===== src/rtl/input_cond_pkg.sv =====
// Shared types and helpers for the input conditioner.
//   repeat_state_t : per-channel auto-repeat FSM states
//   cnt_width()    : counter width able to hold 0..max_val
package input_cond_pkg;

  typedef enum logic [1:0] {
    RELEASED = 2'd0,
    DELAY    = 2'd1,
    REPEAT   = 2'd2
  } repeat_state_t;

  function automatic int unsigned cnt_width(input int unsigned max_val);
    return $clog2(max_val + 1);
  endfunction

endpackage : input_cond_pkg


===== src/rtl/debounce_channel.sv =====
// One conditioned input: 2-flop synchronizer, optional inversion, saturating
// debounce counter, press/release pulses and (with INPUT_COND_REPEAT_EN
// defined) an auto-repeat FSM that adds pressed pulses while held.
// Ports:
//   clk, rst_n : clock, asynchronous active-low reset
//   raw        : asynchronous raw pin
//   level      : debounced active-high state (registered)
//   pressed    : one-cycle pulse on accepted press and on each repeat
//   released   : one-cycle pulse on accepted release
module debounce_channel
  import input_cond_pkg::*;
#(
  parameter int unsigned DEBOUNCE_CYCLES = 270000,
  parameter int unsigned ACTIVE_LOW      = 1,
  parameter int unsigned REPEAT_DELAY    = 13500000,
  parameter int unsigned REPEAT_PERIOD   = 2700000
) (
  input  logic clk,
  input  logic rst_n,
  input  logic raw,
  output logic level,
  output logic pressed,
  output logic released
);

  localparam int unsigned CNT_W   = cnt_width(DEBOUNCE_CYCLES);
  localparam logic        INACT   = 1'(ACTIVE_LOW);
  localparam logic [CNT_W-1:0] CNT_LAST = CNT_W'(DEBOUNCE_CYCLES - 1);
  localparam logic [CNT_W-1:0] CNT_MAX  = {CNT_W{1'b1}};

  logic             sync1, sync2;
  logic [CNT_W-1:0] cnt, cnt_d;
  logic             level_d, pressed_d, released_d;
  logic             s_c;

`ifdef INPUT_COND_REPEAT_EN
  localparam int unsigned RPT_MAX = (REPEAT_DELAY > REPEAT_PERIOD) ? REPEAT_DELAY : REPEAT_PERIOD;
  localparam int unsigned RCNT_W  = cnt_width(RPT_MAX);
  localparam logic [RCNT_W-1:0] DELAY_LAST  = RCNT_W'(REPEAT_DELAY - 1);
  localparam logic [RCNT_W-1:0] PERIOD_LAST = RCNT_W'(REPEAT_PERIOD - 1);
  localparam logic [RCNT_W-1:0] RCNT_MAX    = {RCNT_W{1'b1}};

  repeat_state_t     state, state_d;
  logic [RCNT_W-1:0] rcnt, rcnt_d;
`else
  // Repeat timing parameters have no function in this build.
  logic unused_cfg;
  assign unused_cfg = ^{32'(REPEAT_DELAY), 32'(REPEAT_PERIOD)};
`endif

  // Sample after synchronization, normalised to active-high.
  assign s_c = sync2 ^ INACT;

  // State register: synchronizer, debounce, pulses and repeat FSM.
  always_ff @(posedge clk or negedge rst_n) begin
    if (!rst_n) begin
      sync1    <= INACT;
      sync2    <= INACT;
      cnt      <= '0;
      level    <= 1'b0;
      pressed  <= 1'b0;
      released <= 1'b0;
`ifdef INPUT_COND_REPEAT_EN
      state    <= RELEASED;
      rcnt     <= '0;
`endif
    end else begin
      sync1    <= raw;
      sync2    <= sync1;
      cnt      <= cnt_d;
      level    <= level_d;
      pressed  <= pressed_d;
      released <= released_d;
`ifdef INPUT_COND_REPEAT_EN
      state    <= state_d;
      rcnt     <= rcnt_d;
`endif
    end
  end

  // Next-state: debounce counter, level toggle, pulses, repeat FSM.
  always_comb begin
    cnt_d      = cnt;
    level_d    = level;
    pressed_d  = 1'b0;
    released_d = 1'b0;
`ifdef INPUT_COND_REPEAT_EN
    state_d    = state;
    rcnt_d     = rcnt;
`endif

    if (s_c == level) begin
      cnt_d = '0;
    end else if (cnt == CNT_LAST) begin
      // Count completes on this edge: accept the new level.
      level_d    = s_c;
      cnt_d      = '0;
      pressed_d  = s_c;
      released_d = ~s_c;
    end else if (cnt != CNT_MAX) begin
      cnt_d = cnt + CNT_W'(1);
    end

`ifdef INPUT_COND_REPEAT_EN
    // A release on the same edge as a due repeat wins; no pulse is emitted.
    unique case (state)
      RELEASED: begin
        if (pressed_d) begin
          state_d = DELAY;
          rcnt_d  = '0;
        end
      end
      DELAY: begin
        if (released_d) begin
          state_d = RELEASED;
        end else if (rcnt == DELAY_LAST) begin
          state_d   = REPEAT;
          rcnt_d    = '0;
          pressed_d = 1'b1;
        end else if (rcnt != RCNT_MAX) begin
          rcnt_d = rcnt + RCNT_W'(1);
        end
      end
      REPEAT: begin
        if (released_d) begin
          state_d = RELEASED;
        end else if (rcnt == PERIOD_LAST) begin
          rcnt_d    = '0;
          pressed_d = 1'b1;
        end else if (rcnt != RCNT_MAX) begin
          rcnt_d = rcnt + RCNT_W'(1);
        end
      end
      default: state_d = RELEASED;
    endcase
`endif
  end

endmodule : debounce_channel


===== src/rtl/input_conditioner.sv =====
// Multi-channel button/switch conditioner: one debounce_channel per input.
// Auto-repeat is compiled in only when INPUT_COND_REPEAT_EN is defined.
// Ports:
//   clk, rst_n : clock, asynchronous active-low reset
//   raw_in     : asynchronous raw pins, CHANNELS wide
//   level      : debounced active-high state per channel
//   pressed    : per-channel press/repeat pulses
//   released   : per-channel release pulses
module input_conditioner
  import input_cond_pkg::*;
#(
  parameter int unsigned CHANNELS        = 5,
  parameter int unsigned DEBOUNCE_CYCLES = 270000,
  parameter int unsigned ACTIVE_LOW      = 1,
  parameter int unsigned REPEAT_DELAY    = 13500000,
  parameter int unsigned REPEAT_PERIOD   = 2700000
) (
  input  logic                clk,
  input  logic                rst_n,
  input  logic [CHANNELS-1:0] raw_in,
  output logic [CHANNELS-1:0] level,
  output logic [CHANNELS-1:0] pressed,
  output logic [CHANNELS-1:0] released
);

  // Fully independent channels.
  for (genvar i = 0; i < CHANNELS; i++) begin : g_ch
    debounce_channel #(
      .DEBOUNCE_CYCLES (DEBOUNCE_CYCLES),
      .ACTIVE_LOW      (ACTIVE_LOW),
      .REPEAT_DELAY    (REPEAT_DELAY),
      .REPEAT_PERIOD   (REPEAT_PERIOD)
    ) u_ch (
      .clk      (clk),
      .rst_n    (rst_n),
      .raw      (raw_in[i]),
      .level    (level[i]),
      .pressed  (pressed[i]),
      .released (released[i])
    );
  end

endmodule : input_conditioner


===== config.mk =====
export PLATFORM = sky130hd
export DESIGN_NAME = input_conditioner
export DESIGN_NICKNAME = d
export VERILOG_FILES = /design/src/rtl/input_cond_pkg.sv /design/src/rtl/debounce_channel.sv /design/src/rtl/input_conditioner.sv
export SDC_FILE = /design/constraint.sdc
export NUM_CORES = 1
export LEC_CHECK = 0
export ABC_AREA = 0
export BUFFER_PORTS_ARGS = -buffer_cell sky130_fd_sc_hd__buf_2
export CORE_MARGIN = 2
export CORE_UTILIZATION = 60
export DETAILED_ROUTE_END_ITERATION = 8
export PLACE_DENSITY_LB_ADDON = 0.2
export SKIP_LAST_GASP = 1
export SLEW_MARGIN = 20
export SYNTH_ARGS = -nofsm -noshare
export SYNTH_HDL_FRONTEND = slang
export SYNTH_SLANG_ARGS = --single-unit

===== constraint.sdc =====
create_clock -name clk -period 3.02 [get_ports clk]
set_input_delay 0.151 -clock clk [delete_from_list [all_inputs] [get_ports clk]]
set_output_delay 0.151 -clock clk [all_outputs]
set_load 0.005 [all_outputs]

==> results of run 1 <==
[cell usage in the layout, fill, tap and decap left out, types with 6 or more instances in the layout]
master                          Yosys  layout
sky130_fd_sc_hd__a31oi_1            7       7
sky130_fd_sc_hd__clkinv_2           0       7
sky130_fd_sc_hd__dfrtp_1          110     110
sky130_fd_sc_hd__a21o_1             8       8
sky130_fd_sc_hd__nor3_1            20      20
sky130_fd_sc_hd__buf_4             15      12
sky130_fd_sc_hd__nand4_1           25      25
sky130_fd_sc_hd__a21oi_1            7       7
sky130_fd_sc_hd__clkbuf_16          0      16
sky130_fd_sc_hd__nor4_1            16      16
sky130_fd_sc_hd__o31ai_1            6       6
sky130_fd_sc_hd__buf_2              2      20
sky130_fd_sc_hd__o21ai_0           79      79
sky130_fd_sc_hd__nor3b_1            6       6
sky130_fd_sc_hd__dfstp_2           10      10
sky130_fd_sc_hd__nand3_1           47      47
sky130_fd_sc_hd__or4_1              6       6
sky130_fd_sc_hd__dlygate4sd3_1      0       6
sky130_fd_sc_hd__nand2_1           51      51
sky130_fd_sc_hd__or3_1              8       8
sky130_fd_sc_hd__xor2_1            25      25
sky130_fd_sc_hd__inv_1             15      15
sky130_fd_sc_hd__and3_1            18      18
sky130_fd_sc_hd__nor2_1            36      36
sky130_fd_sc_hd__xnor2_1           32      32
[power groups by stage]
stage | combinational [mW] | clock, mW | sequential (mW)
2_1_floorplan | 0.0561 | 0 | 1.68
5_1_grt | 0.143 | 2.00 | 1.67
6_report | 0.124 | 1.88 | 1.66
3_3_place_gp | 0.115 | 0 | 1.69
4_1_cts | 0.127 | 1.91 | 1.66
3_5_place_dp | 0.119 | 0 | 1.69
[state kept, by name (all words and copies together), names as in the netlist]
name,cells
g_ch.u_ch.pressed,5
g_ch.u_ch.level,5
g_ch.u_ch.cnt,95
g_ch.u_ch.sync2,5
g_ch.u_ch.sync1,5
g_ch.u_ch.released,5
[through the flow]
step	instances	hold slack, ns	worst slack [ns]	power [mW]	area [um2]
6_report	793	0.229	0.358	3.67	6810
5_1_grt	793	0.258	0.177	3.81	6810
4_1_cts	793	0.237	0.346	3.70	6810
3_5_place_dp	756	0.258	0.391	1.81	6200
3_3_place_gp	756	0.256	0.445	1.80	6200
2_1_floorplan	625	-0.145	0.720	1.74	6000
[routing by layer]
layer	track usage [%]	wire length (um)	up-vias
met5	0	0	-
met2	38.9	5850	105
met4	10.0	177	0
met1	32.1	5580	2303
met3	6.20	518	17
li1	-	-	2286
[worst min path at each step]
stage / start / end / slack (ns) / depth (start not counted)
floorplan: rst_n / g_ch[0].u_ch.cnt[0]$_DFFE_PN0P_ / -0.14 / 0
global placement: raw_in[1] / g_ch[1].u_ch.sync1$_DFF_PN1_ / 0.26 / 1
detailed placement: raw_in[0] / g_ch[0].u_ch.sync1$_DFF_PN1_ / 0.26 / 1
CTS: raw_in[3] / g_ch[3].u_ch.sync1$_DFF_PN1_ / 0.24 / 2
global route: raw_in[1] / g_ch[1].u_ch.sync1$_DFF_PN1_ / 0.26 / 2
finish: rst_n / g_ch[1].u_ch.released$_DFF_PN0_ / 0.23 / 2
[final cells by class]
type / instances / area, um2
flip-flops and latches: 120 / 3020
fillers: 761 / 2920
multi-input cells: 455 / 2750
clock buffers: 21 / 449
repair buffers: 39 / 270
well taps: 133 / 166
clock inverters: 10 / 103
inverters: 15 / 56.3
[kinds of logic (layout without fill, tap and decap cells)]
kind of cell / count (synthesis) / count (layout) / share of synthesized area, %
fa+ha+maj: 5 / 5 / 1.04
buf+inv: 50 / 85 / 4.23
compound gates: 130 / 130 / 12.8
flops: 120 / 120 / 50.2
simple gates: 261 / 261 / 23.0
mux: 2 / 2 / 0.375
xor+xnor: 57 / 57 / 8.32
[what timing repair did]
action | 4_1_cts | 5_1_grt
hold buffers | 6 | 0
gates resized for setup | 0 | 0
hold endpoints to repair | 62 | 0
setup buffers | 0 | 0
setup endpoints to repair | 0 | 0
==> summary.md, run 1 <==
| Metric | Value |
|---|---|
| Clock latency on the worst-skew pair | `0.53 ns` |
| CTS tree | `yes` |
| Kind of critical path | `register to register` |
| Worst IR Drop VDD | `0.395 mV` |
| Tmin final | `2.66 ns` |
| Top-level I/O count | `22` |
| CTS buffer count | `17` |
| Data arrival at the endpoint of the critical path | `3.07 ns` |
| Number of antenna cells inserted | `0` |
| Number of max-capacitance violations reported | `0` |
| Relative contribution of sequential cells to total power | `45.3%` |
| Top-area cell type share of the netlist area | `45.9%` |
| Switching power summed over all nets | `0.786 mW` |
| Number of cells traversed by the worst register-to-register path | `6` |
| Width of the die | `104 um` |
| Proportion of layout cells with a drive suffix above 1 | `13.3%` |
| DRC violation count after routing | `0` |
| Count of port buffers added during placement | `21` |
| Switching fraction of total power | `21.4%` |
| Utilization of the core after routing | `70.0%` |
| Nets | `660` |
| Cells taking the most area after synthesis | `sky130_fd_sc_hd__dfrtp_1, sky130_fd_sc_hd__o21ai_0, sky130_fd_sc_hd__xnor2_1` |
| LEAKAGE | `2.92 nW` |
| Final critical-path share of the clock period | `88.2%` |
| Most common cell in the netlist | `sky130_fd_sc_hd__dfrtp_1` |
| Count of yosys warnings during synthesis | `0` |
| Worst Tran Pin Value | `0.782 ns` |
| Relative contribution of combinational cells to total power | `3.4%` |
| Total nets after synthesis | `637` |
| Area of the die | `10800 um2` |
| Status | `finished clean` |
| # setup viols final | `0` |
| Internal Pwr Total | `2.88 mW` |
| Kind of capture point of the worst setup path | `register` |
| Worst clock skew on the final layout | `0.00760 ns` |
| First-pass GRT wire length | `21600 um` |
| Pin count of the biggest net entering global routing | `62` |
| Estimated wirelength of the detail-placed design | `7860 um` |
| Signed area change from the synthesized netlist to the final layout | `13.4%` |
| # H-tree levels | `4` |
| Reg2Reg Setup Slack | `0.36 ns` |
| Master of the slowest instance on the critical path | `sky130_fd_sc_hd__or4_1` |
| Buffer depth of the longest clock path | `2` |
| Setup repair after global routing missed its margin | `false` |
| Clk root buf | `sky130_fd_sc_hd__clkbuf_8` |
| Class of the tightest hold or removal check | `primary input to asynchronous set/reset pin` |
| Via count | `4711` |
| Pre-Repair DR Iteration Count | `5` |
| Largest stage delay on the critical path | `0.66 ns` |
| Peak fanout along the critical path | `19` |
| CP Buf/Inv Count | `0` |
| Setup TNS | `0 ns` |
| Starting DRT DRC Count | `263` |
| Number of enable flip-flop cells after synthesis | `0` |
| Via count of the first global-routing pass | `4664` |
| Critical Path Start | `g_ch[4].u_ch.cnt[0]$_DFFE_PN0P_` |
| Summed instance area of the synthesized netlist | `6000 um2` |
| Count of nets left with antenna violations after detail routing | `0` |
| Leftover overflow at the end of global routing | `0` |
| Cell area power density | `539 nW/um2` |
| Cell row count | `36` |
| Worst path top cell family by delay | `simple AND/OR/NAND/NOR gates` |
| Number of antenna violations at the first check in global routing | `0` |
| Required time worst endpoint | `3.43 ns` |
| Distinct cells, synth | `53` |
| Worst-path cell chain | `ha_1, nand2_2, or4_1, or3_1, and3_1, mux2_2` |
| Core outline area | `9730 um2` |
| Post-synthesis sequential area ratio | `50.2%` |
| Number of standard cells after synthesis | `625` |
| Number of hold-slack violations in the final timing report | `0` |
| Clock network fraction of design power | `51.3%` |
| Clock sink count | `120` |
| Starting utilization of the core area | `61.7%` |
| Top cells by count, synth | `sky130_fd_sc_hd__dfrtp_1, sky130_fd_sc_hd__o21ai_0, sky130_fd_sc_hd__nand2_1` |
| Via count normalized by instance count | `5.94` |
| Cell type with the largest total area after synthesis | `sky130_fd_sc_hd__dfrtp_1` |
| Proportion of synthesized flip-flops having asynchronous set or reset | `100%` |
| Count of state elements after synthesis | `120` |
| Worst setup endpoint | `g_ch[4].u_ch.cnt[12]$_DFFE_PN0P_` |
| Slew margin rel. | `47.9%` |
| Critical path depth | `6` |
| Clock slew seen by the registers of the worst setup and hold paths | `0.06 ns` |
| Critical register-to-register path startpoint | `g_ch[4].u_ch.cnt[0]$_DFFE_PN0P_` |
| Average cell area after synthesis | `9.60 um2` |
| Final weighted congestion in routability-driven placement | `0.941` |
| Final routed wire length divided by cell count | `15.3 um` |
| Die Y-Extent | `104 um` |
| RR Endpoint | `g_ch[4].u_ch.cnt[12]$_DFFE_PN0P_` |
| Overall routed net length | `12100 um` |
| Kind of launch point of the worst setup path | `register` |
| Top_reg_cell synth | `sky130_fd_sc_hd__dfrtp_1` |
| Max Clock Freq | `376 MHz` |
| Final Max Tran Viols | `0` |
| Tot GR Track Use | `24.4%` |
Power figures use the tool's default switching activity.
==> run 2, diff against run 1 <==
Clock period 3.02 ns to 3.2 ns, I/O delays scaled along.
==> run 2 against run 1 <==
Effect of this change: register-to-register slack gained 0.17 ns; via count increased by 1.4%; maximum frequency down 0.53%; die area did not move; clock power barely moved; setup slack improved by 0.17 ns; critical path depth did not move; critical endpoint unchanged; highest routed layer unchanged.
==> summary.md, run 2 (synthesis results as in run 1) <==
| Metric | Value |
|---|---|
| Worst clock skew on the final layout | `0.00690 ns (was 0.00760 ns)` |
| Reg with most FFs | `g_ch.u_ch.cnt (unchanged)` |
| Largest stage delay on the critical path | `0.67 ns (was 0.66 ns)` |
| Via count | `4777 (was 4711)` |
| Number of cells traversed by the worst register-to-register path | `6 (unchanged)` |
| Area of the multi-input gates | `2750 um2 (unchanged)` |
| Final Max Tran Viols | `0 (unchanged)` |
| Pin count of the biggest net entering global routing | `62 (unchanged)` |
| Count of port buffers added during placement | `21 (unchanged)` |
| Proportion of layout cells with a drive suffix above 1 | `13.1% (was 13.3%)` |
| Worst IR Drop VDD | `0.399 mV (was 0.395 mV)` |
| Leftover overflow at the end of global routing | `0 (unchanged)` |
| Top-level I/O count | `22 (unchanged)` |
| Status | `finished clean (unchanged)` |
| Overall routed net length | `12100 um (about the same)` |
| CTS buffer count | `17 (unchanged)` |
| Overall power | `3.58 mW (was 3.67 mW)` |
| Worst Tran Pin Value | `0.769 ns (was 0.782 ns)` |
| Starting DRT DRC Count | `249 (was 263)` |
| Peak fanout along the critical path | `19 (unchanged)` |
| Number of antenna cells inserted | `0 (unchanged)` |
| Final critical-path share of the clock period | `83.6% (was 88.2%)` |
| Final weighted congestion in routability-driven placement | `0.931 (was 0.941)` |
| Critical register-to-register path startpoint | `g_ch[4].u_ch.cnt[0]$_DFFE_PN0P_ (unchanged)` |
| Setup repair after global routing missed its margin | `false (unchanged)` |
| Clock latency on the worst-skew pair | `0.53 ns (about the same)` |
| Tot GR Track Use | `24.7% (was 24.4%)` |
| # H-tree levels | `4 (unchanged)` |
| Via count normalized by instance count | `6.03 (was 5.94)` |
| Cell area power density | `524 nW/um2 (was 539 nW/um2)` |
| Largest register FFs | `95 (unchanged)` |
| Max Clock Freq | `374 MHz (was 376 MHz)` |
| First-pass GRT wire length | `21700 um (was 21600 um)` |
| Pre-Repair DR Iteration Count | `4 (was 5)` |
| Critical Path Start | `g_ch[4].u_ch.cnt[0]$_DFFE_PN0P_ (unchanged)` |
| LEAKAGE | `2.93 nW (was 2.92 nW)` |
| Cells after DPL | `754 (was 756)` |
| Number of antenna violations at the first check in global routing | `0 (unchanged)` |
| # setup viols final | `0 (unchanged)` |
| Data arrival at the endpoint of the critical path | `3.09 ns (was 3.07 ns)` |
| Core outline area | `9730 um2 (unchanged)` |
| Die Y-Extent | `104 um (unchanged)` |
| Sequential cell area | `3020 um2 (unchanged)` |
| Commonest cells after routing, fill and taps aside | `sky130_fd_sc_hd__dfrtp_1, sky130_fd_sc_hd__o21ai_0, sky130_fd_sc_hd__nand2_1 (unchanged)` |
| Kind of capture point of the worst setup path | `register (unchanged)` |
| Estimated wirelength of the detail-placed design | `7980 um (was 7860 um)` |
| Kind of launch point of the worst setup path | `register (unchanged)` |
| Kind of critical path | `register to register (unchanged)` |
| Starting utilization of the core area | `61.7% (unchanged)` |
| Signed area change from the synthesized netlist to the final layout | `13.9% (was 13.4%)` |
| Area of the die | `10800 um2 (unchanged)` |
| Slew margin rel. | `48.8% (was 47.9%)` |
| Clk root buf | `sky130_fd_sc_hd__clkbuf_8 (unchanged)` |
| Number of max-capacitance violations reported | `0 (unchanged)` |
| Master of the slowest instance on the critical path | `sky130_fd_sc_hd__or4_1 (unchanged)` |
| Tmin final | `2.68 ns (was 2.66 ns)` |
| Via count of the first global-routing pass | `4660 (was 4664)` |
| Count of nets left with antenna violations after detail routing | `0 (unchanged)` |
| Clock sink count | `120 (unchanged)` |
| Final routed wire length divided by cell count | `15.3 um (about the same)` |
| Most frequent standard cell in the layout excluding fill and tap cells | `sky130_fd_sc_hd__dfrtp_1 (unchanged)` |
| Post-route non-filler standard cell count | `792 (was 793)` |
| Width of the die | `104 um (unchanged)` |
| Class of the tightest hold or removal check | `primary input to asynchronous set/reset pin (unchanged)` |
| Buffer depth of the longest clock path | `2 (unchanged)` |
| Required time worst endpoint | `3.61 ns (was 3.43 ns)` |
| Nets | `658 (was 660)` |
| Clock slew seen by the registers of the worst setup and hold paths | `0.05 ns (was 0.06 ns)` |
| CTS tree | `yes (unchanged)` |
| Worst-path cell chain | `ha_1, nand2_2, or4_1, or3_1, and3_1, mux2_2 (unchanged)` |
| Setup TNS | `0 ns (unchanged)` |
| DRC violation count after routing | `0 (unchanged)` |
| Number of hold-slack violations in the final timing report | `0 (unchanged)` |
| FILL cells | `730 (was 761)` |
| Number of buffers added for setup after CTS | `0 (unchanged)` |
| Cell row count | `36 (unchanged)` |
| Utilization of the core after routing | `70.3% (was 70.0%)` |
run 2: cell count changes in the layout (fill, tap and decap cells not counted), sizes merged:
cell    previous run  this run
bufinv             2         3
clkinv             7         4
buf               33        31
clkbuf            21        24
run 2: final timing paths:
kind	endpoint	slack, ns
setup / recovery	g_ch[4].u_ch.cnt[12]$_DFFE_PN0P_	0.52
hold / removal	g_ch[1].u_ch.released$_DFF_PN0_	0.24
setup reg to reg	g_ch[4].u_ch.cnt[12]$_DFFE_PN0P_	0.52
hold reg to reg	g_ch[4].u_ch.sync2$_DFF_PN1_	0.35
max in group asynchronous	g_ch[4].u_ch.sync1$_DFF_PN1_	2.13
min in group clk	g_ch[2].u_ch.sync1$_DFF_PN1_	0.27
run 2: power by group:
group / switching (mW) / leakage (nW) / internal (mW)
Sequential: 0.0232 / 1.63 / 1.55
Combinational: 0.0749 / 1.00 / 0.0399
Clock: 0.636 / 0.295 / 1.26
run 2: per-layer routing:
metal | track usage, % | vias to the layer above | share of wire (%)
met5 | 0 | - | 0
met4 | 10.2 | 0 | 1.8
met3 | 6.58 | 23 | 4.4
met2 | 39.2 | 109 | 48
met1 | 32.3 | 2351 | 45
li1 | - | 2294 | -
run 2: what timing repair did:
item                                   CTS  global route
resized for setup                        0             0
endpoints found under the hold margin   61             0
hold buffers                             6             0
run 2: per-stage QoR:
stage,area (um2),setup slack (ns),hold WS (ns)
floorplan,6000,0.900,-0.136
global placement,6180,0.624,0.265
detailed placement,6180,0.558,0.266
CTS,6840,0.546,0.243
global route,6840,0.378,0.257
finish,6840,0.523,0.241
run 2: cell type report:
type	instances	share of cell area, %
Sequential cell	120	44.1
Multi-Input combinational cell	455	40.2
Clock buffer	24	7.03
Timing Repair Buffer	37	3.73
Tap cell	133	2.43
Clock inverter	8	1.72
Inverter	15	0.823
run 2: worst max-delay path: cells and delay by family (launching register included):
kind          cells  cell delay (ns)
flops             1             0.40
fa+ha+maj         1             0.24
simple gates      4             1.67
mux               1             0.25
